<file path="src/rtl/sprite_pkg.sv">
// ---------------------------------------------------------------------------
// sprite_pkg
//   Shared constants and types for the sprite ROM reader path.
//   Optional feature macro: TILE_MIRROR_EN (adds the row bit-reverse helper).
//
//   TILES_PER_LINE : tiles across one active line (640 / 32)
//   TILE_W         : pixels per tile row, equal to the ROM data width
//   ROW_W          : row-in-tile index bits (DrawY[4:0])
//   TILE_ID_W      : tile id bits returned by the tilemap
//   ADDR_W         : sprite ROM address width, {tile_id, row}
//   COL_W          : tile column / tile counter width
//   BIT_W          : pixel-in-tile counter width
//   Y_W            : scanline number width
// ---------------------------------------------------------------------------
package sprite_pkg;

  localparam int TILES_PER_LINE = 20;
  localparam int TILE_W         = 32;
  localparam int ROW_W          = 5;
  localparam int TILE_ID_W      = 1;
  localparam int ADDR_W         = TILE_ID_W + ROW_W;
  localparam int COL_W          = 5;
  localparam int BIT_W          = $clog2(TILE_W);
  localparam int Y_W            = 10;

  // Fetch FSM encoding, also visible on the debug state port.
  typedef enum logic [1:0] {
    IDLE = 2'd0,
    REQ  = 2'd1,
    ROM  = 2'd2,
    FULL = 2'd3
  } fetch_state_t;

  typedef logic [TILE_W-1:0] tile_row_t;

`ifdef TILE_MIRROR_EN
  // Horizontal flip of a tile row: bit 0 becomes the first pixel shown.
  function automatic tile_row_t reverse_row(input tile_row_t row);
    tile_row_t rev;
    for (int i = 0; i < TILE_W; i++) begin
      rev[i] = row[TILE_W-1-i];
    end
    return rev;
  endfunction
`endif

endpackage

</file>
<file path="src/rtl/tile_row_shifter.sv">
// ---------------------------------------------------------------------------
// tile_row_shifter
//   Pixel side of the tile reader. Holds the row currently being shown
//   (shift register) and the prefetched row (next_row buffer), swaps them
//   at each tile boundary and shifts pixels out MSB-first, one per pix_en.
//
//   Ports
//     i_clk, i_reset   : clock, synchronous active-high reset
//     i_line_start     : start of active line; clears buffers and counters
//     i_pix_en         : pixel strobe
//     i_capture        : fetch side presents a ROM row this cycle
//     i_cap_row        : the row being captured (already mirrored if needed)
//     o_swap           : tile boundary this cycle (shift reloads)
//     o_cap_direct     : the captured row goes straight into the shift
//                        register (priming or bypass), not into next_row
//     o_pixel_out      : registered pixel
//     o_pixel_valid    : o_pixel_out carries a new pixel this cycle
//     o_underrun       : sticky per line; a boundary found no row ready
// ---------------------------------------------------------------------------
module tile_row_shifter
  import sprite_pkg::*;
(
  input  logic              i_clk,
  input  logic              i_reset,
  input  logic              i_line_start,
  input  logic              i_pix_en,
  input  logic              i_capture,
  input  logic [TILE_W-1:0] i_cap_row,
  output logic              o_swap,
  output logic              o_cap_direct,
  output logic              o_pixel_out,
  output logic              o_pixel_valid,
  output logic              o_underrun
);

  logic [TILE_W-1:0] r_shift;
  logic [TILE_W-1:0] r_next;
  logic              r_next_valid;
  logic              r_primed;      // shift register has received its first row
  logic              r_active;      // line still has pixels left to emit
  logic [BIT_W-1:0]  r_bit_cnt;
  logic [COL_W-1:0]  r_tile_cnt;
  logic              r_pixel_out;
  logic              r_pixel_valid;
  logic              r_underrun;

  logic w_fire;
  logic w_end_tile;
  logic w_last_tile;
  logic w_swap;

  assign w_fire      = i_pix_en & r_active & ~i_line_start;
  assign w_end_tile  = (r_bit_cnt == BIT_W'(TILE_W - 1));
  assign w_last_tile = (r_tile_cnt == COL_W'(TILES_PER_LINE - 1));
  // No reload after the final tile: nothing follows it, so it must not
  // be mistaken for an underrun.
  assign w_swap      = w_fire & w_end_tile & ~w_last_tile;

  // The fetch side only captures while next_row is empty, so a captured
  // row either lands in the empty next_row, or feeds the shift register
  // directly when it is the first row of the line or arrives exactly on
  // the boundary that needs it.
  assign o_cap_direct = i_capture & (w_swap | ~r_primed);
  assign o_swap       = w_swap;

  always_ff @(posedge i_clk) begin
    if (i_reset) begin
      r_shift       <= '0;
      r_next        <= '0;
      r_next_valid  <= 1'b0;
      r_primed      <= 1'b0;
      r_active      <= 1'b0;
      r_bit_cnt     <= '0;
      r_tile_cnt    <= '0;
      r_pixel_out   <= 1'b0;
      r_pixel_valid <= 1'b0;
      r_underrun    <= 1'b0;
    end else if (i_line_start) begin
      r_shift       <= '0;
      r_next        <= '0;
      r_next_valid  <= 1'b0;
      r_primed      <= 1'b0;
      r_active      <= 1'b1;
      r_bit_cnt     <= '0;
      r_tile_cnt    <= '0;
      r_pixel_valid <= 1'b0;
      r_underrun    <= 1'b0;
    end else begin
      r_pixel_valid <= w_fire;
      if (w_fire) begin
        r_pixel_out <= r_shift[TILE_W-1];
        r_bit_cnt   <= r_bit_cnt + 1'b1;
        if (w_end_tile) begin
          if (w_last_tile) begin
            r_active <= 1'b0;
          end else begin
            r_tile_cnt <= r_tile_cnt + 1'b1;
          end
        end
      end

      if (w_swap) begin
        r_primed <= 1'b1;
        if (r_next_valid) begin
          r_shift      <= r_next;
          r_next_valid <= 1'b0;
        end else if (i_capture) begin
          r_shift <= i_cap_row;
        end else begin
          // Row missing: show a blank tile. The fetch still in flight
          // lands in next_row and is shown one tile late.
          r_shift    <= '0;
          r_underrun <= 1'b1;
        end
      end else if (i_capture && !r_primed) begin
        r_shift  <= i_cap_row;
        r_primed <= 1'b1;
      end else begin
        if (w_fire) begin
          r_shift <= {r_shift[TILE_W-2:0], 1'b0};
        end
        if (i_capture) begin
          r_next       <= i_cap_row;
          r_next_valid <= 1'b1;
        end
      end
    end
  end

  assign o_pixel_out   = r_pixel_out;
  assign o_pixel_valid = r_pixel_valid;
  assign o_underrun    = r_underrun;

endmodule

</file>
<file path="src/rtl/tile_row_reader.sv">
// ---------------------------------------------------------------------------
// tile_row_reader
//   Reader side of the sprite ROM. For each tile column of the active line
//   it asks the tilemap for the tile id, addresses the sprite ROM with
//   {tile_id, DrawY[4:0]}, captures the 32-bit row and hands it to
//   tile_row_shifter, which streams it MSB-first one pixel per pix_en.
//   The next tile's row is fetched while the current one shifts.
//   Optional feature macro: TILE_MIRROR_EN (adds map_mirror; a set mirror
//   flag bit-reverses the captured row).
//
//   Ports
//     Clk, Reset   : clock, synchronous active-high reset
//     line_start   : 1-cycle pulse at start of active line
//     DrawY        : current scanline, stable for the whole line
//     pix_en       : pixel strobe
//     map_req      : tilemap request
//     map_col      : tile column requested
//     map_row      : tile row requested (DrawY[9:5])
//     map_ack      : tilemap answer; map_tile_id valid this cycle
//     map_tile_id  : tile id
//     map_mirror   : (TILE_MIRROR_EN only) flip this tile horizontally
//     rom_addr     : sprite ROM address
//     rom_data     : sprite ROM row, combinational from rom_addr
//     pixel_out    : current pixel
//     pixel_valid  : pixel_out valid this cycle
//     underrun     : sticky per line, row not ready at a tile boundary
//     o_dbg_state  : fetch FSM state (fetch_state_t encoding)
// ---------------------------------------------------------------------------
module tile_row_reader
  import sprite_pkg::*;
(
  input  logic                 Clk,
  input  logic                 Reset,
  input  logic                 line_start,
  input  logic [Y_W-1:0]       DrawY,
  input  logic                 pix_en,
  output logic                 map_req,
  output logic [COL_W-1:0]     map_col,
  output logic [4:0]           map_row,
  input  logic                 map_ack,
  input  logic [TILE_ID_W-1:0] map_tile_id,
`ifdef TILE_MIRROR_EN
  input  logic                 map_mirror,
`endif
  output logic [ADDR_W-1:0]    rom_addr,
  input  logic [TILE_W-1:0]    rom_data,
  output logic                 pixel_out,
  output logic                 pixel_valid,
  output logic                 underrun,
  output logic [1:0]           o_dbg_state
);

  fetch_state_t r_state;
  fetch_state_t w_next_state;

  logic [COL_W-1:0]     r_col;       // column being fetched
  logic [Y_W-1:0]       r_y;         // scanline latched at line_start
  logic [TILE_ID_W-1:0] r_tile_id;

  logic              w_capture;
  logic              w_last_col;
  logic              w_swap;
  logic              w_cap_direct;
  logic [TILE_W-1:0] w_cap_row;

  // Tilemap handshake: map_req is the valid. While it is high, map_col
  // and map_row do not change. map_ack is the ready: the request completes
  // in the cycle where map_req and map_ack are both high, and map_tile_id
  // (plus map_mirror when present) is sampled in that same cycle. map_ack
  // outside a request is ignored.

  // A line_start in ROM abandons that row; it belongs to the old line.
  assign w_capture  = (r_state == ROM) && !line_start;
  assign w_last_col = (r_col == COL_W'(TILES_PER_LINE - 1));

`ifdef TILE_MIRROR_EN
  logic r_mirror;

  always_ff @(posedge Clk) begin
    if (Reset) begin
      r_mirror <= 1'b0;
    end else if (r_state == REQ && map_ack) begin
      r_mirror <= map_mirror;
    end
  end

  assign w_cap_row = r_mirror ? reverse_row(rom_data) : rom_data;
`else
  assign w_cap_row = rom_data;
`endif

  // ---------------- FSM: state register ----------------
  always_ff @(posedge Clk) begin
    if (Reset) begin
      r_state <= IDLE;
    end else begin
      r_state <= w_next_state;
    end
  end

  // ---------------- FSM: next state ----------------
  always_comb begin
    w_next_state = r_state;
    case (r_state)
      IDLE: w_next_state = IDLE;
      REQ: begin
        if (map_ack) begin
          w_next_state = ROM;
        end
      end
      ROM: begin
        // A row consumed directly by the shifter leaves next_row free,
        // so the following column can be requested at once.
        if (w_cap_direct) begin
          w_next_state = w_last_col ? IDLE : REQ;
        end else begin
          w_next_state = FULL;
        end
      end
      FULL: begin
        if (w_swap) begin
          w_next_state = w_last_col ? IDLE : REQ;
        end
      end
      default: w_next_state = IDLE;
    endcase
    if (line_start) begin
      w_next_state = REQ;
    end
  end

  // ---------------- FSM: outputs ----------------
  always_comb begin
    map_req     = (r_state == REQ);
    map_col     = r_col;
    map_row     = r_y[Y_W-1:ROW_W];
    rom_addr    = '0;
    if (r_state == ROM) begin
      rom_addr = {r_tile_id, r_y[ROW_W-1:0]};
    end
    o_dbg_state = r_state;
  end

  // ---------------- fetch datapath ----------------
  always_ff @(posedge Clk) begin
    if (Reset) begin
      r_col     <= '0;
      r_y       <= '0;
      r_tile_id <= '0;
    end else if (line_start) begin
      r_col <= '0;
      r_y   <= DrawY;
    end else begin
      if (r_state == REQ && map_ack) begin
        r_tile_id <= map_tile_id;
      end
      // Every entry into REQ other than line_start moves to the next column.
      if (r_state != REQ && w_next_state == REQ) begin
        r_col <= r_col + 1'b1;
      end
    end
  end

  tile_row_shifter u_shifter (
    .i_clk         (Clk),
    .i_reset       (Reset),
    .i_line_start  (line_start),
    .i_pix_en      (pix_en),
    .i_capture     (w_capture),
    .i_cap_row     (w_cap_row),
    .o_swap        (w_swap),
    .o_cap_direct  (w_cap_direct),
    .o_pixel_out   (pixel_out),
    .o_pixel_valid (pixel_valid),
    .o_underrun    (underrun)
  );

endmodule
</file>
<file path="config.mk">
export PLATFORM = sky130hd
export DESIGN_NAME = tile_row_reader
export DESIGN_NICKNAME = d
export VERILOG_FILES = /design/src/rtl/sprite_pkg.sv /design/src/rtl/tile_row_shifter.sv /design/src/rtl/tile_row_reader.sv
export SDC_FILE = /design/constraint.sdc
export NUM_CORES = 1
export LEC_CHECK = 0
export ABC_CLOCK_PERIOD_IN_PS = 2600
export CAP_MARGIN = 10
export CORE_MARGIN = 4
export CORE_UTILIZATION = 30
export CTS_CLUSTER_DIAMETER = 60
export DETAILED_ROUTE_END_ITERATION = 8
export DONT_BUFFER_PORTS = 1
export PLACE_DENSITY_LB_ADDON = 0.1
export SYNTH_ARGS = -nofsm -noshare
export SYNTH_HDL_FRONTEND = slang
export SYNTH_SLANG_ARGS = --single-unit
</file>
<file path="constraint.sdc">
create_clock -name Clk -period 2.6 [get_ports Clk]
set_clock_uncertainty 0.15 [all_clocks]
set_input_delay 0.52 -clock Clk [delete_from_list [all_inputs] [get_ports Clk]]
set_output_delay 0.52 -clock Clk [all_outputs]
set_load 0.005 [all_outputs]
</file>
==> results of run 1 <==
## final cells by class
class                      count  area, um^2
fill                        1520        9670
multi-input combinational    372        2220
sequential                    98        1960
clock buffer                  14         254
tap                          184         230
timing repair buffer          15         175
clock inverter                 2        12.5
inverter                       1        3.75
## registers in the layout, summed over array words and instances, names as in the netlist
name,cells
map_col,5
o_dbg_state,2
r_tile_id,1
r_y,10
u_shifter.o_pixel_out,1
u_shifter.o_pixel_valid,1
u_shifter.o_underrun,1
u_shifter.r_active,1
u_shifter.r_bit_cnt,5
u_shifter.r_next,32
u_shifter.r_next_valid,1
u_shifter.r_primed,1
u_shifter.r_shift,32
u_shifter.r_tile_cnt,5
## metal layers
metal	global-route usage (%)	wire, um	vias to the layer above	part of all wire, %
li1	-	-	1814	-
met1	19.4	5600	1756	45
met2	24.9	5990	81	48
met3	5.03	778	6	6.2
met4	4.52	85	0	0.68
met5	0	0	-	0
## worst max path at each step
stage                                      start                   end
after floorplan           u_shifter.r_bit_cnt[0]            map_col[2]
final                             o_dbg_state[1]           rom_addr[5]
after global placement    u_shifter.r_bit_cnt[0]  u_shifter.r_shift[6]
after CTS                         o_dbg_state[1]           rom_addr[5]
after global routing              o_dbg_state[1]           rom_addr[5]
after detailed placement  u_shifter.r_bit_cnt[0]  u_shifter.r_shift[8]
## through the flow
stage                     hold WS, ns  setup slack [ns]  instances
after floorplan                 0.283             0.582        521
after global placement          0.292             0.246        670
after detailed placement        0.300             0.197        670
after CTS                      0.0669             0.151        686
after global routing           0.0619            0.0395        686
final                          0.0878             0.230        686
## worst max-delay path, cell delays in order, from the launching register on
cell and delay (ns):
sky130_fd_sc_hd__dfxtp_1 0.57, sky130_fd_sc_hd__nor2b_1 0.55, sky130_fd_sc_hd__and2_1 0.24
## kinds of logic (layout without fill, tap and decap cells)
logic type               Yosys count  count (layout)  share of synthesized area, %
flip-flops                        98              98                          44.2
XOR/XNOR                           7               7                          1.38
adder cells (fa/ha/maj)            4               4                          1.13
AO/OA/AOI/OAI                    179             179                          24.4
multiplexers                      23              23                          5.50
AND/OR/NAND/NOR                  159             159                          17.5
buffers and inverters             51              32                          5.83
## cell usage in the layout (no fill, tap or decap), types with 2 or more instances in the layout
master / synthesis / layout
sky130_fd_sc_hd__nor2_1: 26 / 26
sky130_fd_sc_hd__nand4bb_1: 2 / 2
sky130_fd_sc_hd__ha_1: 4 / 4
sky130_fd_sc_hd__or3_1: 2 / 2
sky130_fd_sc_hd__nor3_1: 5 / 5
sky130_fd_sc_hd__and2_1: 7 / 7
sky130_fd_sc_hd__nor4b_4: 2 / 2
sky130_fd_sc_hd__o21ai_1: 21 / 21
sky130_fd_sc_hd__dfxtp_1: 98 / 98
sky130_fd_sc_hd__a22oi_1: 13 / 13
sky130_fd_sc_hd__a2bb2oi_1: 11 / 11
sky130_fd_sc_hd__xnor2_1: 2 / 2
sky130_fd_sc_hd__nand2_1: 82 / 82
sky130_fd_sc_hd__o21ai_0: 25 / 25
sky130_fd_sc_hd__nor3b_2: 2 / 2
sky130_fd_sc_hd__clkbuf_1: 17 / 4
sky130_fd_sc_hd__xor2_1: 5 / 5
sky130_fd_sc_hd__a221oi_1: 20 / 20
sky130_fd_sc_hd__mux2_1: 10 / 10
sky130_fd_sc_hd__buf_4: 8 / 10
sky130_fd_sc_hd__clkbuf_16: 0 / 9
sky130_fd_sc_hd__nand3_1: 16 / 16
sky130_fd_sc_hd__a21oi_1: 79 / 79
sky130_fd_sc_hd__mux2i_1: 12 / 12
sky130_fd_sc_hd__and3_1: 3 / 2
sky130_fd_sc_hd__nand4_1: 4 / 4
sky130_fd_sc_hd__buf_12: 0 / 5
## power breakdown
part | switching (mW) | internal (mW)
Clock | 0.561 | 0.676
Combinational | 0.0700 | 0.0457
Sequential | 0.0184 | 1.52
Total | 0.650 | 2.24
## repair_timing
action,CTS,global route
endpoints found under the setup margin,0,2
gates resized for setup,0,1
endpoints found under the hold margin,0,0
==> summary by stage, run 1 <==
Synth
The area of the mapped netlist is 4440 um^2. The library cell with the largest summed area after synthesis is sky130_fd_sc_hd__dfxtp_1. By area the synthesized netlist is led by sky130_fd_sc_hd__dfxtp_1 (44%), sky130_fd_sc_hd__a21oi_1 (8.9%), sky130_fd_sc_hd__nand2_1 (6.9%), sky130_fd_sc_hd__a221oi_1 (3.9%), sky130_fd_sc_hd__o21ai_0 (2.8%). By count the netlist is led by sky130_fd_sc_hd__dfxtp_1 (98), sky130_fd_sc_hd__nand2_1 (82), sky130_fd_sc_hd__a21oi_1 (79).

The sequential cell area fraction in the yosys report is 44.2%. The main flop type after synthesis is sky130_fd_sc_hd__dfxtp_1. The number of nets produced by synthesis is 573. The most frequently used cell type in the post-synthesis netlist is sky130_fd_sc_hd__dfxtp_1.

Counting flops with a built-in enable in the synthesized netlist gives 0. The flip-flop and latch count after synthesis is 98. The fraction of registers with async set/reset is 0%. Synthesis handed over a netlist of 521 instances. The number of distinct standard cells referenced by the synthesized netlist is 48.

The fraction of post-synthesis cell area in the top cell type by area is 44.2%. During synthesis, Yosys emitted a total of 0 warnings. The synthesized area per cell is 8.52 um^2.

Placement
Detailed placement finished with a half-perimeter wire length of 7660 um. Summing all placed instances gives a cell area of 4590 um^2. The number of buffers inserted by port buffering is 0. The final weighted congestion in routability-driven placement is 0.753.

Hold path
The path with the worst hold slack has its endpoint at r_y[7]. Along the worst hold path, the cell count comes to 1. The worst min-delay path startpoint is Reset. The worst hold path class is in2reg.

Worst setup path
Along the worst path, the maximum fanout reaches 12. For the worst setup path, the data required time is 1.93 ns. The type of origin of the critical path is a register.

The kind of capture point of the worst setup path is an output pin. The startpoint of the worst-slack reg-to-reg timing path is u_shifter.r_bit_cnt[0]. The worst setup path is of the reg2out kind. For the worst flop-to-flop path, the logic depth is 9. The worst-case register-to-register setup slack is 0.40 ns.

At the worst endpoint, the arrival time is 1.70 ns. The end of the worst register-to-register path is u_shifter.r_shift[8].

Timing
The hold violation total from the final report is 0. The highest achievable clock rate is 422 MHz. Setup violations remaining at the end of the flow were counted as 0. The number of slew-limit violations in the final report came to 0.

The time the worst path needs with I/O delays and setup is 2.37 ns. Setup repair after global routing left no endpoint under its margin. The final worst-path cycle share is 91.1%. The worst pin sits at a relative slew slack of 61.0%. For the pin with the worst max-slew slack, the measured transition is 0.584 ns. Adding up every negative setup slack in the final design gives 0 ns.

GRT
The global routing usage summed across all routing layers is 15.3%. The number of antenna violations at the first check in global routing was 0. The overall overflow remaining after global route is 0. The number of global-route vias before repair was 3706. The maximum number of pins on one net before global-route repair is 39.

The first global-routing pass estimated 20100 um of wire.

Clock tree
The total CTS buffers is 9. For the worst-skew pair, the clock arrives at the later sink with an insertion delay of 0.34 ns. The H-tree generated during clock tree synthesis spans 3 levels. The number of buffers inserted by post-CTS setup repair is 0. The hold buffer count at CTS is 0. The worst-case clock buffer depth is 2. The TritonCTS clock tree is yes.

The root buffer selected by CTS is sky130_fd_sc_hd__clkbuf_16. The clock transition at the registers of the reported paths is 0.07 ns. The number of sinks driven by the clock tree is 98.

Job
The tool flagged a number of max-cap violations equal to 0.

Floorplan
The die covers 16800 um^2. The region available for standard cell placement spans 14500 um^2. The die is 130 um wide.

In this run the count of I/O pins placed on the die edge is 70. The floorplan has 44 rows. The initial core utilization is 30.5%. Measured along the y axis, the die boundary spans 130 um.

Status
The flow ran to the end, and the final reports show no timing, DRC or antenna violations.

Pwr
The leakage power summed over all cells is 1.62 nW. In this run the power density over the cells is 595 nW/um^2. IR analysis of the VDD net gives a maximum drop of 318 uV. The total power draw is 2.89 mW.

Route
The first detailed-routing pass ran for 4 iterations. The count of antenna-violating nets left after detailed routing is 0. After the first detailed-routing iteration, the DRC count stood at 270. The wire length per cell after detailed routing is 18.2 um. After detailed routing, the total wire length is 12500 um. The post-detailed-route DRC marker count is 0. The overall via count from detail_route is 3657. After detailed routing, the number of vias per cell comes to 5.33.

Finish
The finished cells cover 4860 um^2. The number of antenna repair diodes is 0. From synthesis to final layout, the design area changed by 9.50%. In the final layout, the share of cells above drive strength 1 is 7.57%. The final layout contains 549 nets. At the end of the flow the core is filled with cells to 33.4%.
No activity file was read; power rests on OpenSTA's default activity.
==> run 2: changes to the inputs <==
- HOLD_SLACK_MARGIN: not set -> 0.03
==> results of run 2 <==
The final DEF is identical to that of run 1; final timing and power are the same.
